<file path="src/rtl/ex_mem_stage.sv">
// EX/MEM pipeline boundary: two-entry skid FIFO toward the memory stage, plus the sticky pipeline halt.
// Optional `EX_MEM_FWD_EN adds the fwd_valid/fwd_reg/fwd_data bypass outputs taken from the head entry.
module ex_mem_stage #(
  parameter int DATA_WIDTH     = 16,
  parameter int REG_ADDR_WIDTH = 3
) (
  input  logic                      clk,
  input  logic                      rst_n,
  input  logic                      ex_valid,
  output logic                      ex_ready,
  input  logic [DATA_WIDTH-1:0]     ex_alu_out,
  input  logic                      ex_sf,
  input  logic                      ex_zf,
  input  logic                      ex_of,
  input  logic                      ex_cf,
  input  logic [DATA_WIDTH-1:0]     ex_store_data,
  input  logic [REG_ADDR_WIDTH-1:0] ex_wr_reg,
  input  logic                      ex_reg_wr_en,
  input  logic                      ex_mem_rd,
  input  logic                      ex_mem_wr,
  input  logic                      ex_halt,
  input  logic                      flush,
  output logic                      mem_valid,
  input  logic                      mem_ready,
  output logic [DATA_WIDTH-1:0]     mem_alu_out,
  output logic [DATA_WIDTH-1:0]     mem_store_data,
  output logic                      mem_sf,
  output logic                      mem_zf,
  output logic                      mem_of,
  output logic                      mem_cf,
  output logic                      mem_reg_wr_en,
  output logic                      mem_mem_rd,
  output logic                      mem_mem_wr,
  output logic                      mem_halt,
  output logic [REG_ADDR_WIDTH-1:0] mem_wr_reg,
  output logic                      halted
`ifdef EX_MEM_FWD_EN
  ,
  output logic                      fwd_valid,
  output logic [REG_ADDR_WIDTH-1:0] fwd_reg,
  output logic [DATA_WIDTH-1:0]     fwd_data
`endif
);

  typedef struct packed {
    logic [DATA_WIDTH-1:0]     alu;
    logic                      sf;
    logic                      zf;
    logic                      of;
    logic                      cf;
    logic [DATA_WIDTH-1:0]     store;
    logic [REG_ADDR_WIDTH-1:0] wr_reg;
    logic                      reg_wr_en;
    logic                      mem_rd;
    logic                      mem_wr;
    logic                      halt;
  } entry_t;

  entry_t     head_q, head_d, tail_q, tail_d;
  entry_t     in_e, out_e;
  logic [1:0] count_q, count_d, count_after_pop;
  logic       halted_q, halted_d;
  logic       ex_ready_q, ex_ready_d;
  logic       push, pop;

  assign in_e = {ex_alu_out, ex_sf, ex_zf, ex_of, ex_cf, ex_store_data,
                 ex_wr_reg, ex_reg_wr_en, ex_mem_rd, ex_mem_wr, ex_halt};

  assign mem_valid = (count_q != 2'd0);
  assign push      = ex_valid && ex_ready_q;
  assign pop       = mem_valid && mem_ready;

  always_comb begin
    head_d          = head_q;
    tail_d          = tail_q;
    count_d         = count_q;
    halted_d        = halted_q;
    count_after_pop = count_q - {1'b0, pop};
    if (flush) begin
      count_d = 2'd0;
    end else begin
      if (pop) begin
        head_d   = tail_q;
        halted_d = halted_q | head_q.halt;
      end
      // A push lands in head whenever the stage is empty after this cycle's pop.
      if (push) begin
        if (count_after_pop == 2'd0) head_d = in_e;
        else                         tail_d = in_e;
      end
      count_d = count_after_pop + {1'b0, push};
    end
    ex_ready_d = (count_d < 2'd2) && !halted_d;
  end

  always_ff @(posedge clk or negedge rst_n) begin
    if (!rst_n) begin
      head_q     <= '0;
      tail_q     <= '0;
      count_q    <= 2'd0;
      halted_q   <= 1'b0;
      ex_ready_q <= 1'b1;
    end else begin
      head_q     <= head_d;
      tail_q     <= tail_d;
      count_q    <= count_d;
      halted_q   <= halted_d;
      ex_ready_q <= ex_ready_d;
    end
  end

  assign out_e = mem_valid ? head_q : '0;

  assign ex_ready       = ex_ready_q;
  assign halted         = halted_q;
  assign mem_alu_out    = out_e.alu;
  assign mem_store_data = out_e.store;
  assign mem_sf         = out_e.sf;
  assign mem_zf         = out_e.zf;
  assign mem_of         = out_e.of;
  assign mem_cf         = out_e.cf;
  assign mem_reg_wr_en  = out_e.reg_wr_en;
  assign mem_mem_rd     = out_e.mem_rd;
  assign mem_mem_wr     = out_e.mem_wr;
  assign mem_halt       = out_e.halt;
  assign mem_wr_reg     = out_e.wr_reg;

`ifdef EX_MEM_FWD_EN
  // Loads are excluded: their data is not known until the memory stage completes.
  assign fwd_valid = mem_valid && out_e.reg_wr_en && !out_e.mem_rd;
  assign fwd_reg   = out_e.wr_reg;
  assign fwd_data  = out_e.alu;
`endif

endmodule
</file>
<file path="config.mk">
export PLATFORM = sky130hd
export DESIGN_NAME = ex_mem_stage
export DESIGN_NICKNAME = d
export VERILOG_FILES = /design/src/rtl/ex_mem_stage.sv
export SDC_FILE = /design/constraint.sdc
export NUM_CORES = 1
export LEC_CHECK = 0
export ABC_AREA = 0
export CELL_PAD_IN_SITES_DETAIL_PLACEMENT = 0
export CELL_PAD_IN_SITES_GLOBAL_PLACEMENT = 1
export CORE_AREA = 10 10 121 123
export CTS_CLUSTER_SIZE = 12
export DETAILED_ROUTE_END_ITERATION = 8
export DIE_AREA = 0 0 131 133
export PLACE_DENSITY = 0.78
export SYNTH_ARGS = -nofsm -noshare
export SYNTH_HDL_FRONTEND = slang
export SYNTH_SLANG_ARGS = --single-unit
</file>
<file path="constraint.sdc">
create_clock -name clk -period 5.2 [get_ports clk]
set_clock_uncertainty 0.2 [all_clocks]
set_input_delay 0.52 -clock clk [delete_from_list [all_inputs] [get_ports clk]]
set_output_delay 0.52 -clock clk [all_outputs]
set_load 0.1 [all_outputs]
</file>
Word level (Yosys, flattened, before mapping)
Cells that the tools add are included.
- input bits: 48
- output and inout bits: 46
- register bits: 90
- reduce and logical (&&, ||, !) cells: 7
- magnitude comparators: 1
- add/subtract/negate cells: 2
- bitwise gates (word level): 3
- muxes and demuxes: 7
- operator list (kind ; count):
    $mux W43 ; 4
    $logic_and A1 B1 Y1 ; 3
    $reduce_and A3 Y1 ; 1
    $add A2 B1 Y2 ; 1
    $logic_not A2 Y1 ; 1
    $lt A2 B2 Y1 const B ; 1
    $mux W1 ; 2
    $mux W2 ; 1
    $not A1 Y1 ; 2
    $reduce_bool A2 Y1 ; 1
    $sub A2 B1 Y2 ; 1
    $logic_not A1 Y1 ; 1
    $or A1 B1 Y1 ; 1

Longest topological paths before layout
Gate-level depths: netlist of the first run.
- word-level depth: 7
- depth in mapped cells: 10
- gate-level depth less buffers: 8

Worst setup path before layout of the first run
OpenSTA, ideal clock, no wires.
- path type: register to output
- from: register count_q[1]
- to: output port mem_alu_out[10]
- cell stages (with the launch flop): 4
- path buffers: 1
- path slack: 2490 ps
- arrival: 1990 ps
- cell sequence: dfrtp_1 > nor2_1 > clkbuf_1 > nor2_1
- cells in the longest elaborated chain, start to end: 2
- RTL lines (what ; RTL line ; source):
    from (decl) ; 61 ; logic [1:0] count_q, count_d, count_after_pop;
    from (signal assigned) ; 106 ; count_q <= count_d;
    $reduce_bool A2 Y1 ; 69 ; assign mem_valid = (count_q != 2'd0);
    $mux W43 ; 112 ; assign out_e = mem_valid ? head_q : '0;
    to (decl) ; 25 ; output logic [DATA_WIDTH-1:0] mem_alu_out,
No other way between the ends.

Worst setup path in the final report of the first run
- from: register count_q[1]
- to: output port mem_store_data[1]
- cells in the longest elaborated chain, start to end: 2
- RTL lines (what ; RTL line ; source):
    $reduce_bool A2 Y1 ; 69 ;
    $mux W43 ; 112 ;
    to (decl) ; 26 ; output logic [DATA_WIDTH-1:0] mem_store_data,
No other way between the ends.

==> results of run 1 <==
sequential cells by signal, summed over array words and instances (netlist names):
name	flops
halted	1
count_q	2
head_q	43
ex_ready	1
tail_q	43
how the worst max path moves through the flow:
stage	start	endpoint	slack [ns]	cells past startpoint
after global routing	count_q[1]	mem_store_data[1]	1.44	3
final	count_q[1]	mem_store_data[1]	1.62	3
after floorplan	count_q[1]	mem_alu_out[10]	2.49	3
after detailed placement	mem_ready	head_q[1]	1.69	8
after CTS	count_q[1]	mem_store_data[1]	1.57	3
after global placement	mem_ready	tail_q[3]	1.81	9
critical path, stage by stage (launching register included):
cell,delay [ns]
sky130_fd_sc_hd__dfrtp_1,0.48
sky130_fd_sc_hd__nor2_4,0.85
sky130_fd_sc_hd__nor2_1,0.15
sky130_fd_sc_hd__clkdlybuf4s50_1,1.02
report_power, final:
part / internal, W / leakage, nW / switching [W]
sequential: 0.00103 / 1.11 / 0.000137
combinational: 0.000553 / 1.16 / 0.00138
clock: 0.000385 / 0.141 / 0.000274
through the flow:
step | cell area, um^2 | setup slack (ns) | util (%) | hold slack (ns)
6_report | 5590 | 1.62 | 45.2 | 0.255
5_1_grt | 5590 | 1.44 | 45.2 | 0.281
4_1_cts | 5590 | 1.57 | 45.2 | 0.257
3_5_place_dp | 5270 | 1.69 | 42.7 | 0.246
3_3_place_gp | 5270 | 1.81 | 42.7 | 0.229
2_1_floorplan | 4180 | 2.49 | - | 0.0244
routing by layer:
layer / up-vias / routed length [um]
li1: 1534 / -
met1: 1627 / 4790
met2: 91 / 5260
met3: 15 / 883
met4: 0 / 177
met5: - / 0
layout make-up:
cell class	instances	area share, %
repair buffers	99	17.5
flip-flops and latches	90	40.3
clock inverters	6	1.19
clock buffers	10	4.28
inverters	90	6.04
well taps	172	3.85
multi-input cells	190	26.9
what timing repair did:
item	4_1_cts	5_1_grt
hold buffers	1	0
endpoints found under the hold margin	40	0
setup endpoints to repair	0	0
cells in the mapped netlist, drive strengths merged:
| cell type | number |
|---|---|
| buf | 10 |
| nand4 | 42 |
| and3 | 1 |
| mux2 | 43 |
| clkbuf | 21 |
| o21ai | 1 |
| a211o | 1 |
| a21o | 1 |
| nand3 | 1 |
| dfstp | 1 |
| inv | 90 |
| o2bb2ai | 1 |
| xnor3 | 1 |
| nor2 | 46 |
| o221ai | 43 |
| and3b | 1 |
| and4b | 1 |
| a211oi | 1 |
| xnor2 | 1 |
| ha | 2 |
| and2 | 1 |
| dfrtp | 89 |
| nor2b | 1 |
| a21boi | 1 |
cell families (layout without fill, tap and decap cells):
| logic type | Yosys count | after routing | share of synthesized area (%) |
|---|---|---|---|
| mux | 43 | 43 | 11.6 |
| compound gates | 49 | 49 | 10.2 |
| flops | 90 | 90 | 53.9 |
| buf+inv | 121 | 205 | 11.4 |
| simple gates | 94 | 94 | 11.4 |
| fa+ha+maj | 2 | 2 | 0.598 |
| xor+xnor | 2 | 2 | 0.928 |
==> results.md, run 1 <==
Min path:
- In this run the most critical hold path is launched from head_q[0].
- Counting instances, the worst hold path has a depth of 1.
- The worst hold path terminates at ex_ready.
- The min-delay analysis places its worst path in the category reg -> reg.

Clocking:
- The clock passes through at most 2 buffers.
- The count of clock tree sinks is 90.
- Clock latency on the worst-skew pair, taken at its later pin, is 0.34 ns.
- The master cell of the clock root buffer is sky130_fd_sc_hd__clkbuf_16.
- The CTS tree is done.
- The H-tree was split into 3 levels.
- The clock-pin slew on the worst setup and hold paths is 0.06 ns.
- After clock tree synthesis, the setup repair step added 0 buffers.
- The number of gates resized after CTS was 0.
- Counting the buffers created by CTS gives 9.

Critical path:
- For the worst flop-to-flop path, the logic depth is 8.
- STA classifies the critical path endpoint as a primary output.
- The arrival time of the worst setup path is 2.86 ns.
- The data required time at the worst endpoint is 4.48 ns.
- The launch point of the worst reg-to-reg path is count_q[1].
- The reg-to-reg setup timing slack is 1.87 ns.
- Of all nets on the critical path, the largest fanout is 44.
- In this run the critical register-to-register path is captured at tail_q[29].
- STA classifies the critical path startpoint as a flip-flop.
- The critical path is of the reg -> out type.

Logic synthesis:
- By area the synthesized netlist is led by sky130_fd_sc_hd__dfrtp_1 (53%), sky130_fd_sc_hd__mux2_2 (12%), sky130_fd_sc_hd__o221ai_1 (9.0%), sky130_fd_sc_hd__inv_1 (8.1%), sky130_fd_sc_hd__nand4_1 (6.3%).
- Counting every net in the synthesized netlist gives 451.
- The number of synthesized register bits is 90.
- The average instance in the mapped netlist occupies 10.4 um^2.
- Of the synthesized area, sequential elements account for 53.9%.
- Yosys printed 0 warnings.
- The biggest area consumer among synthesized cells is sky130_fd_sc_hd__dfrtp_1.
- The share of the synthesized area in the top cell type is 53.3%.
- In this run, distinct cell masters in the synthesized netlist total 25.
- Synthesis produced a netlist whose cell count is 401.
- In this run the cell area of the synthesized design comes to 0.00418 mm^2.

Floorplan:
- For this design the top-level I/O count stands at 94.
- The core area is 0.0124 mm^2.
- The starting density of the core is 33.8%.
- Measured along the y axis, the die boundary spans 133 um.
- The placement row count is 41.
- The width of the die is 131 um.
- The total die area is 0.0174 mm^2.

Power:
- The ratio of total power to cell area is 673 mW/mm^2.
- The leakage power figure is 2.42 nW.
- The worst supply voltage drop on vdd is 267 uV.
- The design draws 0.00376 W.

Finish:
- The final layout contains 530 nets.
- The number of filler instances in the final layout is 1179.
- The antenna diode count is 0.
- The finished layout holds 657 standard cells, fillers aside.
- In the layout the commonest cells are sky130_fd_sc_hd__clkdlybuf4s50_1 (92), sky130_fd_sc_hd__inv_1 (90), sky130_fd_sc_hd__dfrtp_1 (89), sky130_fd_sc_hd__nor2_1 (45).
- The area growth from synthesis to layout is 33.7%.
- The sequential cells in the finished layout cover a total of 0.00225 mm^2.
- The library cell used most frequently in the layout, excluding fill and tap cells, is sky130_fd_sc_hd__clkdlybuf4s50_1.
- The multi-input combinational cell area is 0.00150 mm^2.
- The post-route netlist has 15.1% of its cells at a drive strength greater than 1.

Global route:
- The first global-routing pass estimated 17900 um of wire.
- Entering global routing, the biggest net connects 51 pins.
- The total track usage is 13.0%.
- The number of antenna violations at the first check in global routing was 0.
- In the global route stage, met3 resource usage came out at 4.43%.
- The via count of the first global-routing pass came to 3438.
- The global routing stage identified its most utilized layer as met2.
- The total congestion overflow after global routing is 0.
- The met2 track demand over resource is 20.3%.
- The met1 track utilization from global routing is 16.2%.

Drt:
- The routed design has 11100 um of wire.
- Once detail routing completed, the nets flagged for antenna violations numbered 0.
- The first TritonRoute pass finished after 4 iterations.
- After detailed routing, the average wire length per cell comes to 16.9 um.
- After the first detailed-routing iteration, the DRC count stood at 207.
- For this block, the via count after detailed routing is 3267.
- After detailed routing, the number of remaining DRC violations is 0.
- The mean number of vias per cell is 4.97.

STA:
- The total setup violations reported at the end of the flow is 0.
- The final number of max-transition violations came to 0.
- Derived from the worst setup path, the maximum achievable clock frequency is 0.279 GHz.
- The hold violation total from the final report was 0.
- The final critical path takes up 68.8% of the cycle.
- The clock period could shrink to 3.58 ns.
- In this run the tightest slew margin relative to its limit is 26.2%.
- Adding up every negative setup slack in the final design gives 0 ns.
- The slew at the pin with the worst max-slew slack is 1.10 ns.
- Setup repair after global routing left no endpoint under its margin.

Status:
- The run finished with clean final reports.

Placed design:
- The weighted congestion reported at the end of routability-driven placement is 0.764.
- Once placement completed, the tool counted placed cells totaling 640.
- The count of buffers inserted at the top-level ports is 93.
- Summed over all nets, the half-perimeter wirelength after detailed placement is 7140 um.

Run:
- The max capacitance violation total is 0.
Power figures use the tool's default switching activity.
==> run 2: changes to the inputs <==
==> constraint.sdc (replaced) <==
create_clock -name clk -period 3.3 [get_ports clk]
set_clock_uncertainty 0.2 [all_clocks]
set_input_delay 0.33 -clock clk [delete_from_list [all_inputs] [get_ports clk]]
set_output_delay 0.33 -clock clk [all_outputs]
set_load 0.1 [all_outputs]
==> run 2 against run 1 <==
  * The flow now finishes with violations (negative hold slack)
  * Total power is 58% higher
  * First-iteration DRC count is 3.4% higher
  * Routed wire length is 0.96% lower
  * Non-clock buffer count is 5 higher
  * Via count is 0.73% lower
  * Combinational power is 56% higher
  * Design area is 1.2% lower
  * Critical path depth is 4 higher
  * Register-to-register slack worse by 1.5 ns
  * Worst setup slack worse by 1.3 ns
  * Hold slack worse by 0.31 ns
  * Largest cell class unchanged
  * Largest power group unchanged
  * Highest routed layer unchanged
==> results.md, run 2 (same netlist as run 1, synthesis figures left out) <==
Status:
- The flow ran to the end, but the final reports show violations.
- The checks that failed: negative hold slack.

Floorplan:
- Measured along the x axis, the die boundary spans 131 um.
- The total die area is 0.0174 mm^2.
- The overall die height is 133 um.
- The core area is 0.0124 mm^2.
- The placement row count is 41.
- The count of pins on the block boundary is 94.
- Once the floorplan was initialized, standard cells occupied 33.8% of the core.

Placed design:
- Summed over all nets, the half-perimeter wirelength after detailed placement is 7250 um.
- Buffers placed on the I/O ports in this run total 93.
- Once placement completed, the tool counted placed cells totaling 646.
- Routability-driven placement finished with a final weighted congestion of 0.742.

Clocking:
- The H-tree was split into 3 levels.
- Clock tree synthesis selected as its root buffer the cell sky130_fd_sc_hd__clkbuf_16.
- Clock-pin slew was measured on the worst setup and hold paths at 0.06 ns.
- The clock passes through at most 2 buffers.
- The count of clock tree sinks is 90.
- The CTS tree is done.
- The number of buffers created by CTS is 9.
- The later-pin clock latency in the skew report is 0.33 ns.

Finish:
- The largest registers in the layout are head_q: 43 flops, tail_q: 43 flops, count_q: 2 flops.
- Leaving out fill and tap cells, the most frequent cell in the layout is sky130_fd_sc_hd__inv_1.
- Across the whole layout, storage elements account for 0.00225 mm^2.
- The area growth from synthesis to layout is 32.1%.
- The repair_antennas step left the layout with diodes totalling 0.
- The multi-input combinational cell area is 0.00150 mm^2.
- The library cells used most frequently in the layout, excluding fill and tap cells, are sky130_fd_sc_hd__inv_1 (90), sky130_fd_sc_hd__dfrtp_1 (89), sky130_fd_sc_hd__buf_4 (57), sky130_fd_sc_hd__clkdlybuf4s50_1 (47), sky130_fd_sc_hd__nor2_1 (45).
- After filler insertion, the fill cell instance count of the layout stands at 1167.
- Excluding fillers, the count of instances in the completed layout stands at 662.
- At the end of the flow, the number of nets in the layout was 535.
- The proportion of layout cells with a drive suffix above 1 is 24.9%.

Global route:
- The first global-routing pass estimated 18200 um of wire.
- The pin count of the biggest net entering global routing is 81.
- The total congestion overflow after global routing is 0.
- The number of antenna violations at the first check in global routing was 0.
- Global routing consumed, over all layers together, 13.1% of the routing resources.
- The via count of the first global-routing pass is 3498.

Drt:
- After detailed routing, the average wire length per cell comes to 16.6 um.
- The post-detailed-route count of antenna-violating nets is 0.
- In this run, the number of DRC markers left after iteration 0 of detailed routing was 214.
- Across all layers, the routed design uses 3243 vias.
- The first detailed-routing pass ran for 6 iterations.
- In the routed design, unresolved DRC markers number 0.
- After detailed routing, the number of vias per cell comes to 4.90.
- The aggregate routed wire length is 11000 um.

STA:
- Derived from the worst setup path, the maximum achievable clock frequency is 0.341 GHz.
- The setup TNS after final layout is 0 ns.
- The worst slack on hold paths is -0.0575 ns.
- The fraction of the cycle the final worst path needs is 89.0%.
- The worst slew margin relative to its limit is 24.2%.
- At the pin with the least slew margin, the transition time is 1.13 ns.
- Subtracting the final worst setup slack from the clock period gives 2.94 ns.
- Setup violations remaining at the end of the flow were counted as 0.
- Setup repair after global routing left no endpoint under its margin.
- The final number of max-transition violations is 0.
- The hold violation total from the final report is 24.

Min path:
- The path category of the worst min-delay check is in -> async.

Critical path:
- The category of the critical setup timing path is reg -> reg.
- Data on the critical path is required at its endpoint by 3.25 ns.
- STA classifies the critical path endpoint as a flip-flop.
- The largest stage delay on the critical path is 0.53 ns.
- The worst setup path is launched from a flip-flop.
- The arrival time of the worst setup path is 2.88 ns.
- The slowest stage of the critical path is the sky130_fd_sc_hd__o2bb2ai_4 cell.
- Along the worst path, the maximum fanout reaches 43.
- Traced cell by cell, the critical path runs through o21ai_1 > inv_1 > ha_2 > xnor2_4 > buf_4 > o2bb2ai_4 > o221ai_1.

Run:
- Across the run, the number of max-cap violations was 0.

Power:
- The analysis attributes to cell leakage a power of 2.54 nW.
- The sequential group share of total power is 30.9%.
- The internal portion of the total power is 0.00315 W.
- Combinational logic burns 51.0% of the power.
- The worst supply voltage drop on vdd is 505 uV.
- The share of total power dissipated in the clock network is 18.2%.
- Net switching is 47.1% of the power.
- The switching power summed over all nets is 0.00280 W.
- The ratio of total power to cell area is 1080 mW/mm^2.
==> run 2: area by class of cell <==
cell class	count	share of cell area (%)
Sequential cell	90	40.8
Timing Repair Buffer	104	16.3
Clock buffer	15	5.21
Tap cell	172	3.90
Inverter	90	6.12
Multi-Input combinational cell	190	27.2
Clock inverter	1	0.544
==> run 2: power by group through the flow <==
stage | clock (W) | combinational (W) | sequential [W]
6_report | 0.00108 | 0.00303 | 0.00183
5_1_grt | 0.00115 | 0.00325 | 0.00190
4_1_cts | 0.00111 | 0.00307 | 0.00183
3_5_place_dp | 0 | 0.00307 | 0.00186
3_3_place_gp | 0 | 0.00301 | 0.00183
2_1_floorplan | 0 | 0.00226 | 0.00187
==> run 2: final timing paths <==
check / start / to / slack [ns] / cells past startpoint
max in group asynchronous: rst_n / head_q[29] / 2.24 / 2
setup / recovery: count_q[1] / head_q[18] / 0.36 / 7
setup reg to reg: count_q[1] / head_q[18] / 0.36 / 7
min in group clk: halted / ex_ready / 0.22 / 1
hold / removal: rst_n / head_q[34] / -0.06 / 1
hold reg to reg: halted / ex_ready / 0.22 / 1
==> run 2: routing by layer <==
| metal | vias to the layer above | GRT usage (%) | wire length [um] |
|---|---|---|---|
| met3 | 9 | 3.48 | 632 |
| met5 | - | 0 | 0 |
| li1 | 1540 | - | - |
| met2 | 77 | 20.4 | 5200 |
| met4 | 0 | 5.01 | 125 |
| met1 | 1617 | 16.9 | 5050 |
==> run 2: per-stage QoR <==
| stage | cell area, um^2 | hold slack (ns) | worst slack (ns) | total power, W | util, % |
|---|---|---|---|---|---|
| 2_1_floorplan | 4180 | -0.166 | 0.780 | 0.00413 | - |
| 3_3_place_gp | 5210 | 0.220 | 0.286 | 0.00484 | 42.1 |
| 3_5_place_dp | 5210 | 0.223 | 0.182 | 0.00493 | 42.1 |
| 4_1_cts | 5520 | 0.0222 | 0.169 | 0.00602 | 44.7 |
| 5_1_grt | 5520 | 0.0527 | 0.143 | 0.00631 | 44.7 |
| 6_report | 5520 | -0.0575 | 0.364 | 0.00595 | 44.7 |
==> run 2: timing repair <==
| action | 4_1_cts | 5_1_grt |
|---|---|---|
| endpoints found under the setup margin | 0 | 25 |
| hold buffers | 0 | 0 |
| gates resized for setup | 0 | 1 |
| buffers inserted | 0 | 0 |
==> run 2: critical path: cells and delay by family, from the launching register on <==
| family | cells | cell delay [ns] |
|---|---|---|
| buf+inv | 2 | 0.41 |
| xor+xnor | 1 | 0.21 |
| flops | 1 | 0.49 |
| compound gates | 3 | 1.18 |
| fa+ha+maj | 1 | 0.23 |
